`src/rtl/spi_adc_slave_emulator.sv`:
```
// SPI slave emulating a 16-bit-frame multiplexed ADC. SCK/CSbar/MOSI are oversampled on CLK,
// the command word is shifted in, and {channel, sample} is shifted out MSB first. The channel
// field returned reflects the selection in force at frame start, so it lags the command by one frame.
module spi_adc_slave_emulator #(
   parameter int unsigned FRAME_BITS = 16,
   parameter int unsigned ADDR_BITS  = 4,
   parameter int unsigned DATA_BITS  = 12
) (
   input  logic                  CLK,
   input  logic                  RSTbar,
   input  logic                  SCK,
   input  logic                  CSbar,
   input  logic                  MOSI,
   output logic                  MISO,
   output logic                  MISO_OE,
   input  logic [DATA_BITS-1:0]  SAMPLE,
   output logic [ADDR_BITS-1:0]  CH_SEL,
   output logic [FRAME_BITS-1:0] RX_WORD,
   output logic                  RX_VALID,
   output logic                  FRAME_ERR
);

   localparam int unsigned CntW    = $clog2(FRAME_BITS + 1);
   // Command field layout: write-enable bit and channel address position.
   localparam int unsigned WrBit   = 12;
   localparam int unsigned AddrLsb = 7;

   typedef enum logic [1:0] {StIdle, StLoad, StShift, StDone} state_e;

   state_e                state_q, state_d;
   logic [CntW-1:0]       count_q, count_d;
   logic [FRAME_BITS-2:0] rx_shift_q, rx_shift_d;
   // Holds the bits still to be sent after the one currently on MISO.
   logic [FRAME_BITS-2:0] tx_shift_q, tx_shift_d;
   logic                  miso_q, miso_d;
   logic                  miso_oe_q, miso_oe_d;
   logic [ADDR_BITS-1:0]  ch_sel_q, ch_sel_d;
   logic [FRAME_BITS-1:0] rx_word_q, rx_word_d;
   logic                  rx_valid_q, rx_valid_d;
   logic                  frame_err_q, frame_err_d;

   logic cs_s1_q, cs_s2_q, cs_prev_q;
   logic sck_s1_q, sck_s2_q, sck_prev_q;
   logic mosi_s1_q, mosi_s2_q;

   logic                  cs_fall, cs_rise, sck_rise, sck_fall;
   logic [FRAME_BITS-1:0] rx_full;

   // Two-stage synchronisers plus one delay stage for edge detection; idle levels on reset.
   always_ff @(posedge CLK) begin
      if (!RSTbar) begin
         cs_s1_q    <= 1'b1;
         cs_s2_q    <= 1'b1;
         cs_prev_q  <= 1'b1;
         sck_s1_q   <= 1'b0;
         sck_s2_q   <= 1'b0;
         sck_prev_q <= 1'b0;
         mosi_s1_q  <= 1'b0;
         mosi_s2_q  <= 1'b0;
      end else begin
         cs_s1_q    <= CSbar;
         cs_s2_q    <= cs_s1_q;
         cs_prev_q  <= cs_s2_q;
         sck_s1_q   <= SCK;
         sck_s2_q   <= sck_s1_q;
         sck_prev_q <= sck_s2_q;
         mosi_s1_q  <= MOSI;
         mosi_s2_q  <= mosi_s1_q;
      end
   end

   // Edge strobes from the synchronised pins.
   always_comb begin
      cs_fall  = cs_prev_q & ~cs_s2_q;
      cs_rise  = ~cs_prev_q & cs_s2_q;
      sck_rise = ~sck_prev_q & sck_s2_q;
      sck_fall = sck_prev_q & ~sck_s2_q;
      rx_full  = {rx_shift_q, mosi_s2_q};
   end

   // Frame FSM next-state and output logic.
   always_comb begin
      state_d     = state_q;
      count_d     = count_q;
      rx_shift_d  = rx_shift_q;
      tx_shift_d  = tx_shift_q;
      miso_d      = miso_q;
      miso_oe_d   = miso_oe_q;
      ch_sel_d    = ch_sel_q;
      rx_word_d   = rx_word_q;
      rx_valid_d  = 1'b0;
      frame_err_d = 1'b0;

      unique case (state_q)
         StIdle: begin
            miso_d    = 1'b0;
            miso_oe_d = 1'b0;
            if (cs_fall) begin
               state_d = StLoad;
            end
         end
         StLoad: begin
            if (cs_rise) begin
               state_d   = StIdle;
               miso_d    = 1'b0;
               miso_oe_d = 1'b0;
            end else begin
               // Response is captured here; later SAMPLE changes do not affect this frame.
               {miso_d, tx_shift_d} = {ch_sel_q, SAMPLE};
               miso_oe_d = 1'b1;
               count_d   = '0;
               state_d   = StShift;
            end
         end
         StShift: begin
            if (cs_rise) begin
               state_d     = StIdle;
               miso_d      = 1'b0;
               miso_oe_d   = 1'b0;
               frame_err_d = (count_q != '0);
            end else if (sck_rise) begin
               rx_shift_d = rx_full[FRAME_BITS-2:0];
               count_d    = count_q + CntW'(1);
               if (count_q == CntW'(FRAME_BITS - 1)) begin
                  state_d    = StDone;
                  miso_d     = 1'b0;
                  rx_word_d  = rx_full;
                  rx_valid_d = 1'b1;
                  if (rx_full[WrBit]) begin
                     ch_sel_d = rx_full[AddrLsb +: ADDR_BITS];
                  end
               end
            end else if (sck_fall && (count_q != '0)) begin
               // Ignore a fall before the first rise so the MSB is not skipped.
               miso_d     = tx_shift_q[FRAME_BITS-2];
               tx_shift_d = {tx_shift_q[FRAME_BITS-3:0], 1'b0};
            end
         end
         StDone: begin
            miso_d = 1'b0;
            if (cs_rise) begin
               state_d   = StIdle;
               miso_oe_d = 1'b0;
            end
         end
         default: begin
            state_d = StIdle;
         end
      endcase
   end

   // State and output registers with synchronous active-low reset.
   always_ff @(posedge CLK) begin
      if (!RSTbar) begin
         state_q     <= StIdle;
         count_q     <= '0;
         rx_shift_q  <= '0;
         tx_shift_q  <= '0;
         miso_q      <= 1'b0;
         miso_oe_q   <= 1'b0;
         ch_sel_q    <= '0;
         rx_word_q   <= '0;
         rx_valid_q  <= 1'b0;
         frame_err_q <= 1'b0;
      end else begin
         state_q     <= state_d;
         count_q     <= count_d;
         rx_shift_q  <= rx_shift_d;
         tx_shift_q  <= tx_shift_d;
         miso_q      <= miso_d;
         miso_oe_q   <= miso_oe_d;
         ch_sel_q    <= ch_sel_d;
         rx_word_q   <= rx_word_d;
         rx_valid_q  <= rx_valid_d;
         frame_err_q <= frame_err_d;
      end
   end

   assign MISO      = miso_q;
   assign MISO_OE   = miso_oe_q;
   assign CH_SEL    = ch_sel_q;
   assign RX_WORD   = rx_word_q;
   assign RX_VALID  = rx_valid_q;
   assign FRAME_ERR = frame_err_q;

endmodule
```
`config.mk`:
```
export PLATFORM = sky130hd
export DESIGN_NAME = spi_adc_slave_emulator
export DESIGN_NICKNAME = d
export VERILOG_FILES = /design/src/rtl/spi_adc_slave_emulator.sv
export SDC_FILE = /design/constraint.sdc
export NUM_CORES = 1
export LEC_CHECK = 0
export CAP_MARGIN = 20
export CORE_UTILIZATION = 45
export DETAILED_ROUTE_END_ITERATION = 8
export PLACE_DENSITY = 0.8
export SYNTH_ARGS = -nofsm -noshare
export SYNTH_HDL_FRONTEND = slang
export SYNTH_SLANG_ARGS = --single-unit
```
`constraint.sdc`:
```
create_clock -name CLK -period 1.8 [get_ports CLK]
set_input_delay 0.36 -clock CLK [delete_from_list [all_inputs] [get_ports CLK]]
set_output_delay 0.36 -clock CLK [all_outputs]
set_load 0.02 [all_outputs]
```
======== Yosys cells after proc, flatten, opt, wreduce, memory -nomap -nowiden ========
Index checks and enable logic that the tools add are counted.
word-level totals
  bits of input ports ..................... 17
  register bits after elaboration ......... 69
  logic and storage cells ................. 88
  output and inout bits ................... 24
operators by class
  mux-type cells .......................... 26
  equal/unequal tests ..................... 16
  $add $sub $neg .......................... 1
  bitwise gates (word level) .............. 12
  reductions and logical operators ........ 15
operators with widths
  kind                   number
  $mux W15               4
  $pmux W15 S2           1
  $mux W5                3
  $ne A2 B2 Y1 const B   7
  $mux W2                6
  $reduce_and A4 Y1      3
  $pmux W5 S2            1
  $reduce_and A5 Y1      2
  $mux W1                8
  $ne A4 B4 Y1 const B   2
  $not A1 Y1             8
  $pmux W2 S4            1
  $ne A3 B3 Y1 const B   2
  $pmux W1 S3            2
  $reduce_and A3 Y1      2
  $add A5 B1 Y5 const B  1
  $eq A5 B4 Y1 const B   1
  $reduce_bool A5 Y1     1
  $and A1 B1 Y1          4
  $eq A2 B2 Y1 const B   2
  $reduce_or A2 Y1       2
  $reduce_or A4 Y1       1
  $eq A2 B1 Y1 const B   1
  $logic_not A2 Y1       1
  4 further kinds        4

======== Depth between registers and ports, before layout ========
Gate-level depths: netlist of run 1.
  depth after elaboration ................. 7
  depth in mapped cells ................... 8
  gate-level depth less buffers ........... 7

======== Worst setup path before layout of run 1 ========
Ideal clock, no wire load.
  kind .................................... register to register
  from .................................... register count_q[0]
  to ...................................... register rx_word_q[10], in the netlist RX_WORD[10]
  data required time ...................... 1.730 ns
  clock period less this slack ............ 1.810 ns
  slack ................................... -0.010 ns
  buffers on the path ..................... 1
  library setup time ...................... 0.070 ns
  arrival ................................. 1.740 ns
  stages on the path, launching flop included .. 9
  path through ............................ dfxtp_1 > ha_1 > and3_1 > ha_1 > nand3b_1 > nor3b_2 > buf_2 > nand2_1 > a21oi_1
between the ends
  cells in the longest elaborated chain, start to end .. 2
ends and longest elaborated chain
  what                                line  source
  start: declaration                  31    logic [CntW-1:0] count_q, count_d;
  start signal: assignment            167   count_q <= count_d;
  $eq A5 B4 Y1                        124   if (count_q == CntW'(FRAME_BITS - 1)) begin
  $reduce_and A4 Y1 (no source line)  n/a
  end signal: assignment              173   rx_word_q <= rx_word_d;
  end: declaration                    38    logic [FRAME_BITS-1:0] rx_word_q, rx_word_d;
Every way passes these cells.
A chain may end at the register's enable or synchronous reset.

======== Final worst setup path of run 1 ========
  from .................................... register count_q[0]
  to ...................................... register miso_q, in the netlist MISO
between the ends
  cells in the longest elaborated chain, start to end .. 4
  elaborated cells on any way between the ends .. 6
  classes of those cells .................. 3 x eq/ne; 3 x reduce/logical
ends and longest elaborated chain
  what                                  line  source
  $reduce_bool A5 Y1                    133   end else if (sck_fall && (count_q != '0)) begin
  $logic_and A1 B1 Y1                   133
  $ne A4 B4 Y1 (no source line)         n/a
  $reduce_and A2 Y1 (no source line) *  n/a
  end signal: assignment                170   miso_q <= miso_d;
  end: declaration                      35    logic miso_q, miso_d;
Every way passes the cells marked *; elsewhere a longest branch is shown, timed or not.

==> metrics.md, run 1 <==
| Metric | Value |
|---|---|
| CP cell instances | `ha_4 > and3_4 > ha_4 > nand3b_1 > buf_4 > nand3_2 > or3b_1 > a21oi_2` |
| Post-synth EDFFs | `0` |
| Internal | `0.002748 W` |
| Clk Latency, worst-skew pair | `approximately 0.34 ns` |
| Io pins | `41` |
| Post-route cell area | `4028 sq um` |
| Synth cell types | `44` |
| Initial DRC count | `101` |
| Max Clock Skew | `roughly 0.0058 ns` |
| Clock tree from TritonCTS | `done` |
| Starting Density | `0.4639` |
| Chip width | `82.68 um` |
| Combinational Power Share | `0.133` |
| Final HPWL DP | `~4000 um` |
| Routed vias/inst | `5.362` |
| Worst-margin pin slew | `0.5244 ns` |
| # rows | `29` |
| Final setup vio count | `12` |
| Register area share after synthesis | `0.4716` |
| Clock power frac | `0.412` |
| GR Overflow Total | `0` |
| Ys async rst share | `0` |
| Drt pass-1 iters | `4` |
| H-Tree Depth | `3` |
| Final period util | `1.044` |
| FF+latch count, synth | `slightly below 70` |
| Failing checks | `negative setup slack` |
| Hold Vio Cnt, Final | `0` |
| Layout cell share with drive strength beyond 1 | `0.2493` |
| WP data arrival | `2.15 ns` |
| RSZ-0062 raised after global routing | `yes` |
| Hold buffers post-CTS | `0` |
| Switching Fraction | `0.2440` |
| Area growth, synth to finish | `37.51%` |
| Pwr Density | `902.7 nW/um^2` |
| Final WL | `6726 um` |
| Hold crit path type | `reg2reg` |
| Worst hold slack | `0.4142 ns` |
| Primary FF master, synth | `dfxtp_1` |
| Via count | `2,370` |
| Max cap viols | `0` |
| Pleak | `1.616 nW` |
| Mapped Area | `slightly below 3000 sq um` |
| Area fraction of the dominant cell type after synthesis | `0.4716` |
| Mapped Avg Cell Area | `9.572 sq um` |
| Minimum clock period | `1.880 ns` |
| Status | `complete, but fails checks` |
| Vias in the first global route | `2,096` |
| Height of the die | `82.68 um` |
| Headroom to the max-slew limit | `0.6496` |
| WHS Path Cells | `1` |
| # fillers | `482` |
| CP max stage delay | `0.41 ns` |
| WL/cell | `15.22 um` |
| Setup WS post-layout | `-0.07998 ns` |
| Root Buffer Master | `clkbuf_8` |
| PortBufs | `40` |
| Largest net degree at the start of global routing | `31` |
| CP most frequent cell | `ha_4` |
| Cells after Synth | `306` |
| Pins Over Slew Limit | `0` |
| Maximum vdd ir drop | `0.7555 mV` |
| Total number of yosys warnings | `0` |
| Initial antenna violation count | `0` |
| Area leader, netlist | `dfxtp_1` |
| Die Area | `6836 sq um` |
| Worst reg2reg path depth | `8` |
| DRT antenna net count | `0` |
| Slowest CP cell | `or3b_1` |
| Crit path required time | `roughly 2.1 ns` |
| Sw power | `0.0008873 W` |
| DRC viols | `0` |
| Routability cong. | `0.8292` |
| Critical Path Start Type | `register` |
| Critical path peak fanout | `5` |
| Core Area | `6314 sq um` |
| Sequential share of power | `0.454` |
| Crit. End Element | `register` |
| Post-synthesis net count | `332` |
| Achievable frequency | `about 530 MHz` |
| Fin nets | `386` |
| Clk pin slew, worst setup/hold paths | `0.07 ns` |
| GRT Total Usage | `0.1851` |
| Global-route wire length before repair | `9335 um` |
| N_diodes | `0` |
| Placed Instance Area | `3468 sq um` |
| Setup CP Type | `reg2reg` |
| Cts bufs inserted | `9` |
| Bufs on Longest Clock Path | `2` |
| Ranking of synthesized cells by area | `dfxtp_1, mux2i_1, a21oi_1, nand2_1, a211oi_2` |
| Clk sinks | `69` |
==> area by class of cell <==
class | instances | area (sq um) | area share
multi-input cells | 211 | 1630 | 0.4048
repair buffers | 62 | 645.6 | 0.1603
clock buffers | 10 | 127.6 | 0.03169
well taps | 77 | 96.34 | 0.02392
inverters | 7 | 26.28 | 0.006524
flip-flops and latches | 69 | 1390 | 0.3451
clock inverters | 6 | 111.4 | 0.02765
==> flip-flops by register name, indices dropped and copies added, names as in the netlist, 2 cells and up <==
| register | count |
|---|---|
| tx_shift_q | 15 |
| RX_WORD | 16 |
| state_q | 2 |
| rx_shift_q | 15 |
| CH_SEL | 4 |
| count_q | 5 |
==> worst max-delay path: cells and delay by family, from the launching register on <==
kind	cells	cell delay, ns
buffers and inverters	1	0.15
AOI/OAI and AO/OA	1	0.17
DFF	1	0.37
and+or+nand+nor	4	0.82
adders and majority gates	2	0.31
==> placed cells by master, fill, tap and decap left out, types with 6 or more instances in the layout <==
cell / n
nand2_4: 10
inv_1: 6
a21oi_1: 29
a211oi_2: 10
nor2_1: 19
a21oi_2: 12
dfxtp_1: 66
nand2_1: 36
clkdlybuf4s50_1: 40
buf_4: 15
mux2i_1: 31
clkbuf_8: 9
==> timing repair <==
item,CTS,global route
resized for setup,2,51
pin swaps,0,26
gates cloned,0,3
setup buffers,0,4
setup endpoints to repair,2,39
==> cells in the mapped netlist (all sizes together) (2+ instances only) <==
cell    count
nand3       7
dfxtp      69
mux2i      31
o21ai       2
nand2      46
nor3        2
nor3b       2
inv         7
nand3b      3
ha          9
nand2b      5
buf        11
clkbuf      8
o211ai      2
nor2       19
a211oi     15
or3         3
nor2b       3
and2        6
a21oi      41
==> power groups by stage <==
stage               Combinational, W  Clock, W  Sequential, W
finish                      0.000485   0.00150        0.00165
global route                0.000524   0.00159        0.00166
CTS                         0.000458   0.00153        0.00165
detailed placement          0.000447         0        0.00169
global placement            0.000431         0        0.00168
floorplan                   0.000337         0        0.00168
==> layer usage <==
layer / track usage / part of all wire / up-vias
met1: 0.2296 / 0.46 / 1135
met5: 0 / 0 / -
li1: - / - / 1173
met3: 0.06374 / 0.036 / 14
met2: 0.2975 / 0.48 / 48
met4: 0.06379 / 0.020 / 0
==> worst paths after layout <==
kind | startpoint | slack, ns | to
max reg2reg | count_q[0] | -0.08 | MISO
min reg2reg | cs_s1_q | 0.41 | cs_s2_q
max | count_q[0] | -0.08 | MISO
min | cs_s1_q | 0.41 | cs_s2_q
==> logic make-up (layout without fill, tap and decap cells) <==
| group | after synthesis | after routing | synth area share |
|---|---|---|---|
| fa+ha+maj | 9 | 9 | 0.03845 |
| compound gates | 66 | 66 | 0.1555 |
| flops | 69 | 69 | 0.4716 |
| mux | 31 | 31 | 0.1059 |
| buf+inv | 26 | 85 | 0.04357 |
| simple gates | 105 | 105 | 0.1850 |
==> metrics by stage <==
stage          worst slack (ns)    util    TNS, ns  std cells  total power [W]
6_report               -0.07998  0.6379    -0.1940        442         0.003636
5_1_grt                 -0.1257  0.6379     -1.309        442         0.003778
4_1_cts                0.005163  0.5884          0        435         0.003637
3_5_place_dp          -0.003458  0.5493  -0.003458        419         0.002135
3_3_place_gp            0.08085  0.5493          0        419         0.002114
2_1_floorplan           0.02276       -          0        306         0.002019
No activity file was read; power rests on OpenSTA's default activity.
==> run 2, diff against run 1 <==
--- a/config.mk
+++ b/config.mk
@@ -9,6 +9,7 @@
 export CORE_UTILIZATION = 45
 export DETAILED_ROUTE_END_ITERATION = 8
 export PLACE_DENSITY = 0.8
+export SLEW_MARGIN = 30
 export SYNTH_ARGS = -nofsm -noshare
 export SYNTH_HDL_FRONTEND = slang
 export SYNTH_SLANG_ARGS = --single-unit
==> results of run 2 <==
Final layout, timing and power as in run 1 (identical DEF).
==> run 3, diff against run 2 <==
--- a/config.mk
+++ b/config.mk
@@ -8,7 +8,7 @@
 export CAP_MARGIN = 20
 export CORE_UTILIZATION = 45
 export DETAILED_ROUTE_END_ITERATION = 8
-export PLACE_DENSITY = 0.8
+export PLACE_DENSITY = 0.7
 export SLEW_MARGIN = 30
 export SYNTH_ARGS = -nofsm -noshare
 export SYNTH_HDL_FRONTEND = slang
==> metrics.md, run 3 (synthesized netlist as in run 1, its figures left out) <==
| Metric | Value |
|---|---|
| Status | `finished, final reports clean` |
| Routed vias/inst | `about 5.2` |
| Power after layout | `0.003373 W` |
| Clk Latency, worst-skew pair | `0.35 ns` |
| Pins Over Slew Limit | `0` |
| Cts bufs inserted | `9` |
| Fin nets | `approximately 390` |
| # rows | `29` |
| CP cell instances | `ha_4 > and3_4 > ha_4 > nand3b_1 > nor3b_4 > buf_6 > clkbuf_16 > nand3_4 > a21oi_2` |
| Worst-margin pin slew | `0.3986 ns` |
| Max Clock Skew | `0.008036 ns` |
| Routability cong. | `0.8154` |
| Layout cell share with drive strength beyond 1 | `0.2110` |
| GRT Total Usage | `0.1850` |
| Final WL | `6181 um` |
| Bufs on Longest Clock Path | `2` |
| Clk sinks | `69` |
| GR Overflow Total | `0` |
| WP data arrival | `2.05 ns` |
| Commonest non-fill, non-tap cell in the layout | `dfxtp_1` |
| Leading cell types in the layout, fill and taps excluded | `dfxtp_1, nand2_1, clkdlybuf4s50_1, a21oi_1, mux2i_1` |
| Area growth, synth to finish | `32.98%` |
| Via count | `2,313` |
| Pwr Density | `866.0 nW/um^2` |
| DRC viols | `0` |
| Largest net degree at the start of global routing | `36` |
| Setup WS post-layout | `about 0.038 ns` |
| Height of the die | `82.68 um` |
| Headroom to the max-slew limit | `0.7337` |
| Achievable frequency | `567.4 MHz` |
| Max cap viols | `0` |
| Setup WS pre-CTS | `-0.02892 ns` |
| CP most frequent cell | `ha_4` |
| Hold Vio Cnt, Final | `0` |
| Clk pin slew, worst setup/hold paths | `0.07 ns` |
| Hold buffers post-CTS | `0` |
| Worst hold slack | `0.4134 ns` |
| Drt pass-1 iters | `4` |
| Pleak | `1.449 nW` |
| Starting Density | `0.4639` |
| Hold crit path type | `reg2reg` |
| Vias in the first global route | `2,111` |
| Die Area | `6836 sq um` |
| Io pins | `41` |
| Minimum clock period | `1.762 ns` |
| Chip width | `between 80 and 90 um` |
| Critical path peak fanout | `5` |
| N_diodes | `0` |
| Clock tree from TritonCTS | `done` |
| Final HPWL DP | `3793 um` |
| PortBufs | `40` |
| Critical Path Start Type | `register` |
| Core Area | `6314 sq um` |
| Root Buffer Master | `clkbuf_8` |
| Initial DRC count | `71` |
| CP max stage delay | `between 0.3 and 0.4 ns` |
| Final setup vio count | `0` |
| WL/cell | `approximately 14 um` |
| Maximum vdd ir drop | `roughly 0.57 mV` |
| Slowest CP cell | `dfxtp_4` |
| Crit. End Element | `register` |
| Crit path required time | `2.09 ns` |
| DRT antenna net count | `0` |
| Final period util | `0.9790` |
| RSZ-0062 raised after global routing | `yes` |
| Max FFs per register | `16` |
| Initial antenna violation count | `0` |
| Global-route wire length before repair | `9397 um` |
| Setup CP Type | `reg2reg` |
| H-Tree Depth | `3` |
## run 3: cell count changes in the layout (fill, tap and decap cells not counted), moves of 3 or more
cell     previous run  this run
a21oi_2            12         6
nand3_2             5         1
nand2_4            10         1
nand3_1             2         5
nand2_1            36        40
nand2_2             0         5
a21oi_1            29        35
## run 3: power by group
group / total, W / internal (W) / switching (W)
combinational: 0.000489 / 0.000225 / 0.000264
sequential: 0.00165 / 0.00161 / 0.0000445
clock: 0.00123 / 0.000674 / 0.000559
total: 0.00337 / 0.00251 / 0.000867
## run 3: area by class of cell
class | count | area, sq um
sequential | 69 | 1391
clock inverter | 4 | 47.55
timing repair buffer | 61 | 625.6
clock buffer | 12 | 145.1
inverter | 7 | 26.28
fill | 572 | 2419
multi-input combinational | 212 | 1563
tap | 77 | 96.34
## run 3: final timing paths
| check | startpoint | endpoint | slack, ns | cells past startpoint |
|---|---|---|---|---|
| setup / recovery | count_q[1] | CH_SEL[0] | 0.04 | 9 |
| hold / removal | cs_s1_q | cs_s2_q | 0.41 | 1 |
| setup reg to reg | count_q[1] | CH_SEL[0] | 0.04 | 9 |
| hold reg to reg | cs_s1_q | cs_s2_q | 0.41 | 1 |
## run 3: through the flow
stage                     std cells  utilization  setup TNS, ns  cell area (sq um)
after floorplan                 306            -              0               2935
after global placement          417       0.5470              0               3453
after detailed placement        417       0.5470       -0.03159               3453
after CTS                       433       0.5793              0               3657
after global routing            442       0.6169        -0.4927               3895
final                           442       0.6169              0               3895
## run 3: repair_timing
| action | 4_1_cts | 5_1_grt |
|---|---|---|
| setup buffers | 0 | 5 |
| gates cloned | 0 | 4 |
| pin swaps | 0 | 8 |
| gates resized for setup | 3 | 34 |
| setup endpoints to repair | 1 | 40 |
## run 3: critical path, delay by kind of cell (launching register included)
kind	cells	cell delay, ns
AOI/OAI and AO/OA	1	0.13
and+or+nand+nor	4	0.62
adders and majority gates	2	0.26
DFF	1	0.37
buffers and inverters	2	0.30
## run 3: layer usage
layer / routed length, um / share of wire / vias up / GRT usage
li1: - / - / 1176 / -
met1: 3030 / 0.49 / 1089 / 0.2316
met2: 2785 / 0.45 / 38 / 0.2918
met3: 230 / 0.037 / 10 / 0.04286
met4: 134 / 0.022 / 0 / 0.1034
met5: 0 / 0 / - / 0
